`src/rtl/isa_pkg.sv`:
```
// Shared ISA definitions: default widths, opcode constants, instruction field
// positions and the LM/SM walker state encoding.
package isa_pkg;

    localparam int ISA_DW     = 16;
    localparam int ISA_MASK_W = 8;
    localparam int ISA_RAW    = 3;

    localparam logic [3:0] OP_ADD = 4'd0;
    localparam logic [3:0] OP_ADI = 4'd1;
    localparam logic [3:0] OP_NDU = 4'd2;
    localparam logic [3:0] OP_LHI = 4'd3;
    localparam logic [3:0] OP_LW  = 4'd4;
    localparam logic [3:0] OP_SW  = 4'd5;
    localparam logic [3:0] OP_LM  = 4'd6;
    localparam logic [3:0] OP_SM  = 4'd7;
    localparam logic [3:0] OP_JAL = 4'd8;
    localparam logic [3:0] OP_JLR = 4'd9;
    localparam logic [3:0] OP_BEQ = 4'd12;

    localparam int OPC_LSB  = 12;
    localparam int RA_LSB   = 9;
    localparam int RB_LSB   = 6;
    localparam int RC_LSB   = 3;
    localparam int CZ_LSB   = 0;
    localparam int IMM6_W   = 6;
    localparam int IMM9_W   = 9;
    localparam int MASK_LSB = 0;

    typedef enum logic [1:0] {
        MS_IDLE = 2'd0,
        MS_WALK = 2'd1,
        MS_DONE = 2'd2
    } ms_state_t;

    // Any opcode without a defined instruction is flagged illegal.
    function automatic logic is_illegal_op(input logic [3:0] op);
        logic ill;
        case (op)
            OP_ADD, OP_ADI, OP_NDU, OP_LHI,
            OP_LW,  OP_SW,  OP_LM,  OP_SM,
            OP_JAL, OP_JLR, OP_BEQ: ill = 1'b0;
            default:                ill = 1'b1;
        endcase
        return ill;
    endfunction

endpackage

```
`src/rtl/lsb_prio_enc8.sv`:
```
// Lowest-set-bit priority encoder for the 8-bit LM/SM register mask.
module lsb_prio_enc8 (
    input  logic [7:0] mask,
    output logic       any,
    output logic [2:0] idx
);

    // Bit 0 has highest priority so registers are walked R0 upward.
    always_comb begin
        any = |mask;
        casez (mask)
            8'b???????1: idx = 3'd0;
            8'b??????10: idx = 3'd1;
            8'b?????100: idx = 3'd2;
            8'b????1000: idx = 3'd3;
            8'b???10000: idx = 3'd4;
            8'b??100000: idx = 3'd5;
            8'b?1000000: idx = 3'd6;
            8'b10000000: idx = 3'd7;
            default:     idx = 3'd0;
        endcase
    end

endmodule

```
`src/rtl/instr_reg_decode.sv`:
```
// Instruction register with combinational field decode and the ascending
// LM/SM register-list walker used by the multicycle controller.
module instr_reg_decode
    import isa_pkg::*;
#(
    parameter int DW     = ISA_DW,
    parameter int MASK_W = ISA_MASK_W,
    parameter int RAW    = ISA_RAW
) (
    input  logic            clk,
    input  logic            proc_rst,
    input  logic [DW-1:0]   mem_dout,
    input  logic            wIR,
    input  logic            ms_start,
    input  logic            ms_step,
    output logic [DW-1:0]   IR,
    output logic [3:0]      opcode,
    output logic [RAW-1:0]  ra,
    output logic [RAW-1:0]  rb,
    output logic [RAW-1:0]  rc,
    output logic [1:0]      cz,
    output logic [DW-1:0]   imm6_sx,
    output logic [DW-1:0]   imm9_sx,
    output logic [DW-1:0]   lhi_imm,
    output logic            illegal,
    output logic [RAW-1:0]  ms_reg,
    output logic            ms_valid,
    output logic            ms_done,
    output logic [3:0]      ms_count
);

    logic [DW-1:0]     ir_r;
    ms_state_t         state_r;
    ms_state_t         state_nxt_s;
    logic [MASK_W-1:0] mask_r;
    logic [MASK_W-1:0] mask_nxt_s;
    logic [RAW-1:0]    reg_r;
    logic [3:0]        count_r;
    logic [3:0]        count_nxt_s;
    logic              enc_any_s;
    logic [RAW-1:0]    enc_idx_s;
    logic              walk_step_s;

    // Instruction register; write enable is active-low.
    always_ff @(posedge clk or negedge proc_rst) begin
        if (!proc_rst) begin
            ir_r <= '0;
        end else if (!wIR) begin
            ir_r <= mem_dout;
        end
    end

    assign IR      = ir_r;
    assign opcode  = ir_r[OPC_LSB +: 4];
    assign ra      = ir_r[RA_LSB +: RAW];
    assign rb      = ir_r[RB_LSB +: RAW];
    assign rc      = ir_r[RC_LSB +: RAW];
    assign cz      = ir_r[CZ_LSB +: 2];
    assign imm6_sx = {{(DW-IMM6_W){ir_r[IMM6_W-1]}}, ir_r[IMM6_W-1:0]};
    assign imm9_sx = {{(DW-IMM9_W){ir_r[IMM9_W-1]}}, ir_r[IMM9_W-1:0]};
    assign lhi_imm = {ir_r[IMM9_W-1:0], {(DW-IMM9_W){1'b0}}};
    assign illegal = is_illegal_op(ir_r[OPC_LSB +: 4]);

    // A start always wins over a step arriving in the same cycle.
    assign walk_step_s = (state_r == MS_WALK) && ms_step && !ms_start;

    // Mask and transfer-count update; reg_r always names the lowest bit left in mask_r.
    always_comb begin
        mask_nxt_s  = mask_r;
        count_nxt_s = count_r;
        if (ms_start) begin
            mask_nxt_s  = ir_r[MASK_LSB +: MASK_W];
            count_nxt_s = 4'd0;
        end else if (walk_step_s) begin
            mask_nxt_s  = mask_r & ~(8'd1 << reg_r);
            count_nxt_s = count_r + 4'd1;
        end else begin
            mask_nxt_s  = mask_r;
            count_nxt_s = count_r;
        end
    end

    lsb_prio_enc8 u_enc (
        .mask (mask_nxt_s),
        .any  (enc_any_s),
        .idx  (enc_idx_s)
    );

    // Walker state, mask, current index and count registers.
    always_ff @(posedge clk or negedge proc_rst) begin
        if (!proc_rst) begin
            state_r <= MS_IDLE;
            mask_r  <= '0;
            reg_r   <= '0;
            count_r <= 4'd0;
        end else begin
            state_r <= state_nxt_s;
            mask_r  <= mask_nxt_s;
            reg_r   <= enc_idx_s;
            count_r <= count_nxt_s;
        end
    end

    // Next-state logic.
    always_comb begin
        state_nxt_s = state_r;
        if (ms_start) begin
            state_nxt_s = enc_any_s ? MS_WALK : MS_DONE;
        end else begin
            case (state_r)
                MS_IDLE: state_nxt_s = MS_IDLE;
                MS_WALK: begin
                    if (ms_step) begin
                        state_nxt_s = enc_any_s ? MS_WALK : MS_DONE;
                    end else begin
                        state_nxt_s = MS_WALK;
                    end
                end
                MS_DONE: state_nxt_s = MS_IDLE;
                default: state_nxt_s = MS_IDLE;
            endcase
        end
    end

    // Walker status outputs decoded from the state register.
    always_comb begin
        ms_valid = 1'b0;
        ms_done  = 1'b0;
        case (state_r)
            MS_IDLE: begin
                ms_valid = 1'b0;
                ms_done  = 1'b0;
            end
            MS_WALK: begin
                ms_valid = 1'b1;
                ms_done  = 1'b0;
            end
            MS_DONE: begin
                ms_valid = 1'b0;
                ms_done  = 1'b1;
            end
            default: begin
                ms_valid = 1'b0;
                ms_done  = 1'b0;
            end
        endcase
    end

    assign ms_reg   = reg_r;
    assign ms_count = count_r;

endmodule

```
`config.mk`:
```
export PLATFORM = sky130hd
export DESIGN_NAME = instr_reg_decode
export DESIGN_NICKNAME = d
export VERILOG_FILES = /design/src/rtl/isa_pkg.sv /design/src/rtl/lsb_prio_enc8.sv /design/src/rtl/instr_reg_decode.sv
export SDC_FILE = /design/constraint.sdc
export NUM_CORES = 1
export LEC_CHECK = 0
export CORE_AREA = 3 3 77 79
export DETAILED_ROUTE_END_ITERATION = 7
export DIE_AREA = 0 0 80 82
export PLACE_DENSITY = 0.8
export REMOVE_ABC_BUFFERS = 1
export SLEW_MARGIN = 10
export SYNTH_ARGS = -nofsm -noshare
export SYNTH_HDL_FRONTEND = slang
export SYNTH_SLANG_ARGS = --single-unit
```
`constraint.sdc`:
```
create_clock -name clk -period 2.1 [get_ports clk]
set_input_delay 0.42 -clock clk [delete_from_list [all_inputs] [get_ports clk]]
set_output_delay 0.42 -clock clk [all_outputs]
set_load 0.01 [all_outputs]
```
==> run summary <==
flip-flop count of the largest register after layout - 16
Post-Place Setup Slack - -0.0828 ns
die extent in x - 80 microns
Floorplan Core Area - 5410 sq um
endpoint class of the critical path - primary output
path type of the worst setup path - flop to primary output
required time at the worst-slack endpoint - 1.68 ns
DR WL met2 - 2190 microns
overall power - 0.00209 W
remaining antenna violation count - 0
Bufs and invs on worst path - 1
hold crit path type - primary input to async pin
top flip-flop cell by instance count after synthesis - sky130_fd_sc_hd__dfrtp_1
IR Drop Worst-Case VDD - 0.304 mV
Hold Worst Slack - 0.532 ns
number of different library cells in the post-synthesis netlist - 41
first-pass GRT wire length - 7620 microns
highest metal layer with signal wires - met4
EDFF count, synth - 0
CTS max path bufs - 2
post-route DRC violation count - 0
Max Fclk - 509 MHz
RSZ-0062 raised after global routing - false
signed area change from the synthesized netlist to the final layout - 38.7%
Die Footprint - 6560 sq um
maximum clock skew at final layout - 0.00321 ns
Routed wire per std cell - 13.6 microns
maximum number of pins on one net before global-route repair - 34
fraction of registers with async set or reset after synthesis - 1.00
slowest stage cell, crit path - sky130_fd_sc_hd__dfrtp_1
CP peak stage delay - 0.63 ns
Met3 Wirelength - 426 microns
CTS Root Buffer Type - sky130_fd_sc_hd__clkbuf_8
count of mapped cells out of synthesis - 215
Post-Synth XOR/XNOR Area - 0.0124
cell area after synthesis - 2120 sq um
power density cells - 711 nW/um^2
Util after Layout - 0.544
Seq/Total Area, Yosys - 0.389
Via Count - 1,635
weighted congestion at the end of routability-driven global placement - 0.883
starting density of the core - 0.392
routed vias/inst - 4.73
leftover overflow at the end of global routing - 0
Final Hold Fails - 0
Compound-Gate Fraction of Synth Area - 0.0767
number of buffers created by CTS - 5
post-synthesis adder-cell area fraction - 0.00590
Final Setup Violations - 0
IO Count - 110
simple-gate portion of the synthesized area - 0.130
number of post-CTS setup repair buffers - 0
via count of the first global-routing pass - 1,674
fraction of the cycle the final worst path needs - 0.936
total half-perimeter wirelength after legalization and detailed placement - 3520 microns
synthesis-stage register bit count - 33
sum of routed wire length over all layers - 4700 microns
H-tree Lvls - 2
Final Net Count - 295
most frequent standard cell in the layout excluding fill and tap cells - sky130_fd_sc_hd__clkdlybuf4s50_1
TritonCTS clock tree - yes
GRT Util Overall - 0.149
later-pin clock latency in the skew report - 0.28 ns
Crit Path Max Fanout - 12
outcome - complete, no violations
first-iteration detailed-routing DRC count - 96
leakage power figure - 1.22 nW
number of rows created at floorplan - 27
reported max-cap violation count - 0
YS warnings - 0
antenna violations before repair - 0
average footprint of a synthesized cell - 9.86 sq um
clock slew seen by the registers of the worst setup and hold paths - 0.07 ns
antenna cell count - 0
Final Max Slew Viols - 0
Routed met1 length - 2030 microns
min Tclk post-route - 1.97 ns
cell family contributing the most delay on the critical path - flip-flops
number of I/O port buffers - 102
critical path launch point type - flop
Final Instance Count excl. Fillers - 346
mux contribution to synthesized area - 0.131
dominant combinational cell family by area after synthesis - buffers and inverters
height of the die - 82 microns
highest-count cells in the layout ignoring fill and taps - sky130_fd_sc_hd__clkdlybuf4s50_1, sky130_fd_sc_hd__dfrtp_1, sky130_fd_sc_hd__mux2_2
detailed-routing iteration count for the pre-antenna-repair pass - 4
Critical Path AT - 1.55 ns
fraction of final layout cells with drive strength greater than 1 - 0.164
# placed instances - 338
clock sinks - 33
critical path cell sequence - clkdlybuf4s50_1
Final Worst Setup Slack - 0.134 ns
-- area by class of cell --
cell class,count,area (sq um)
fillers,498,2460
repair buffers,116,1130
flip-flops and latches,33,827
multi-input cells,113,782
clock buffers,7,96.3
well taps,72,90.1
inverters,4,15.0
clock inverters,1,5.00
-- worst paths after layout --
| kind | depth (start not counted) | end | slack (ns) | start |
|---|---|---|---|---|
| worst max-delay path | 1 | ms_reg[0] | 0.13 | ms_reg[0] |
| min in group clk | 1 | IR[9] | 0.54 | IR[9] |
| worst min register to register | 1 | IR[9] | 0.54 | IR[9] |
| worst min-delay path | 2 | IR[15] | 0.53 | proc_rst |
| worst max register to register | 5 | state_r[0] | 0.36 | ms_reg[0] |
| max in group asynchronous | 2 | IR[5] | 1.25 | proc_rst |
-- cells in the mapped netlist, types with 3 or more instances --
| library cell | number | area share |
|---|---|---|
| sky130_fd_sc_hd__nand4_1 | 3 | 0.0089 |
| sky130_fd_sc_hd__mux2i_1 | 6 | 0.028 |
| sky130_fd_sc_hd__nor3_1 | 7 | 0.017 |
| sky130_fd_sc_hd__nor2_1 | 16 | 0.028 |
| sky130_fd_sc_hd__a21oi_1 | 10 | 0.024 |
| sky130_fd_sc_hd__mux2_2 | 18 | 0.096 |
| sky130_fd_sc_hd__inv_1 | 4 | 0.0071 |
| sky130_fd_sc_hd__buf_4 | 65 | 0.23 |
| sky130_fd_sc_hd__nor2b_1 | 5 | 0.015 |
| sky130_fd_sc_hd__nand2_1 | 9 | 0.016 |
| sky130_fd_sc_hd__dfrtp_1 | 33 | 0.39 |
| sky130_fd_sc_hd__nand3_1 | 4 | 0.0094 |
-- power by group --
part           leakage, nW  internal (W)  switching, W  total [W]
Combinational        0.772      0.000444      0.000286   0.000730
Sequential           0.395      0.000711      0.000125   0.000836
Clock               0.0542      0.000296      0.000228   0.000524
Total                 1.22       0.00145      0.000640    0.00209
-- kinds of logic (layout without fill, tap and decap cells) --
group,after synthesis,after routing
buffers and inverters,75,128
and+or+nand+nor,54,54
DFF,33,33
muxes,25,25
AOI/OAI and AO/OA,23,23
xor gates and xnor gates,3,3
adders and majority gates,1,1
other,1,7
-- per-stage QoR --
stage,cell area (sq um),TNS [ns]
6_report,2940,0
5_1_grt,2940,0
2_1_floorplan,1620,0
3_3_place_gp,2840,-0.0497
4_1_cts,2940,0
3_5_place_dp,2840,-0.107
-- routing by layer --
metal  vias up  GRT usage
li1        774          -
met1       764      0.195
met2        90      0.231
met3         7     0.0471
met4         0     0.0507
met5         -          0
-- repair_timing --
action / in CTS / in global routing
resized for setup: 0 / 1
hold buffers: 0 / 0
setup endpoints to repair: 0 / 15
Note: power is estimated with default switching activity, not from simulation.
==> RTL change, RTL diff (same settings) <==
Change the package constant `ISA_DW` from 16 to 18.
--- a/src/rtl/isa_pkg.sv
+++ b/src/rtl/isa_pkg.sv
@@ -2,7 +2,7 @@
 // positions and the LM/SM walker state encoding.
 package isa_pkg;
 
-    localparam int ISA_DW     = 16;
+    localparam int ISA_DW     = 18;
     localparam int ISA_MASK_W = 8;
     localparam int ISA_RAW    = 3;
 
Interface: changed (5 resized); port bits go from 110 to 120. The function was not compared with the original's and may differ.
==> RTL change against the unedited design <==
Via count grew 5.1%; highest routed layer unchanged; sequential cell count grew 2; count of clock-buffer cells in the layout shrank 2; wire length grew 4.4%; clock power grew 13%; critical path type unchanged; design area grew 5.1%; synthesized area grew 5.6%; power grew 7.6%; setup slack lost 0.029 ns.
==> RTL change: results <==
export IMPL_worstMarginPinSlew_ns=0.7637
export IMPL_ys_top_cells_by_count="buf_4, dfrtp_1, mux2_2, nor2_1, a21oi_1"
export IMPL_drive_gt1_share_pct=16.08
export IMPL_largest_reg_flops=18
export IMPL_postSynth_asyncResetShare_pct=100.0
export IMPL_viasPerCell=4.799
export IMPL_dp_hpwl_um=3726
export IMPL_r2r_cells=5
export IMPL_cp_slowest_stage_delay_ns=0.65
export IMPL_muxShareOfSynthArea_pct=13.41
export IMPL_detail_route_iter0_violations=143
export IMPL_synthDistinctLibCells=41
export IMPL_nets=309
export IMPL_diodes=0
export IMPL_vias=1718
export IMPL_drt_wl_total_um=4905
export IMPL_r2r_slack_ns=0.16
export IMPL_seq_area_frac_synth_pct=39.11
export IMPL_grt_usage_pct=15.00
export IMPL_io_buffer_count=110
export IMPL_synth_cells=225
export IMPL_antenna_found_initial=0
export IMPL_finalClockSkew_ns=0.003540
export IMPL_nFillCells=476
export IMPL_firstDrtPassIters=4
export IMPL_synth_flop_cell="dfrtp_1"
export IMPL_ir_worst_vdd_mv=0.4538
export IMPL_status="completed"
export IMPL_cts_max_level=2
export IMPL_synthXorXnorAreaFrac_pct=1.173
export IMPL_p_leak_nw=1.284
export IMPL_grt_max_degree=36
export IMPL_yosys_area_top_type="dfrtp_1"
export IMPL_grt_pass1_wl_um=7838
export IMPL_yosys_top_cells_area="dfrtp_1, buf_4, mux2_2"
export IMPL_dp_cells=350
export IMPL_clockBufferDepth=2
export IMPL_gp_congestion=0.8971
export IMPL_synth_fa_ha_area_share_pct=0.5587
export IMPL_synth_compound_area_share_pct=7.263
export IMPL_path_delay_family="flip-flops"
[RTL change: what timing repair did]
item / CTS / global route
buffers inserted: 0 / 0
gates resized for setup: 0 / 1
endpoints found under the setup margin: 0 / 17
[RTL change: stage by stage]
stage / hold slack [ns] / cell area, um^2 / setup WS, ns
3_5_place_dp: 0.4988 / 2979 / -0.07551
6_report: 0.2070 / 3093 / 0.1055
4_1_cts: 0.2321 / 3092 / 0.02903
2_1_floorplan: 0.1244 / 1703 / -0.08968
3_3_place_gp: 0.4898 / 2979 / -0.04135
5_1_grt: 0.2685 / 3093 / 0.04514
[RTL change: worst max path at each step]
| stage | from | end | cells after the start | slack, ns |
|---|---|---|---|---|
| final | ms_reg[0] | ms_reg[0] | 1 | 0.11 |
| after global routing | ms_reg[0] | ms_reg[0] | 1 | 0.05 |
| after CTS | IR[5] | imm9_sx[5] | 1 | 0.03 |
| after detailed placement | ms_start | ms_reg[0] | 7 | -0.08 |
| after global placement | ms_start | ms_reg[0] | 7 | -0.04 |
| after floorplan | IR[5] | state_r[0] | 5 | -0.09 |
[RTL change: layout make-up]
class                      instances  share of cell area [%]
timing repair buffer             122                   38.35
sequential                        35                   28.36
multi-input combinational        117                   26.25
tap                               72                   2.913
clock buffer                       5                   2.225
clock inverter                     3                   1.416
inverter                           4                  0.4854
[RTL change: power breakdown]
part | total (mW) | internal, mW | switching (mW) | leakage (nW)
sequential | 0.882 | 0.753 | 0.129 | 0.418
combinational | 0.773 | 0.467 | 0.306 | 0.808
clock | 0.594 | 0.353 | 0.241 | 0.0581
[RTL change: routing by layer]
metal	up-vias	global-route usage (%)	wire length, um
met5	-	0	0
met4	0	3.885	19
met3	2	5.263	458
met2	92	25.08	2385
met1	814	18.47	2041
li1	810	-	-
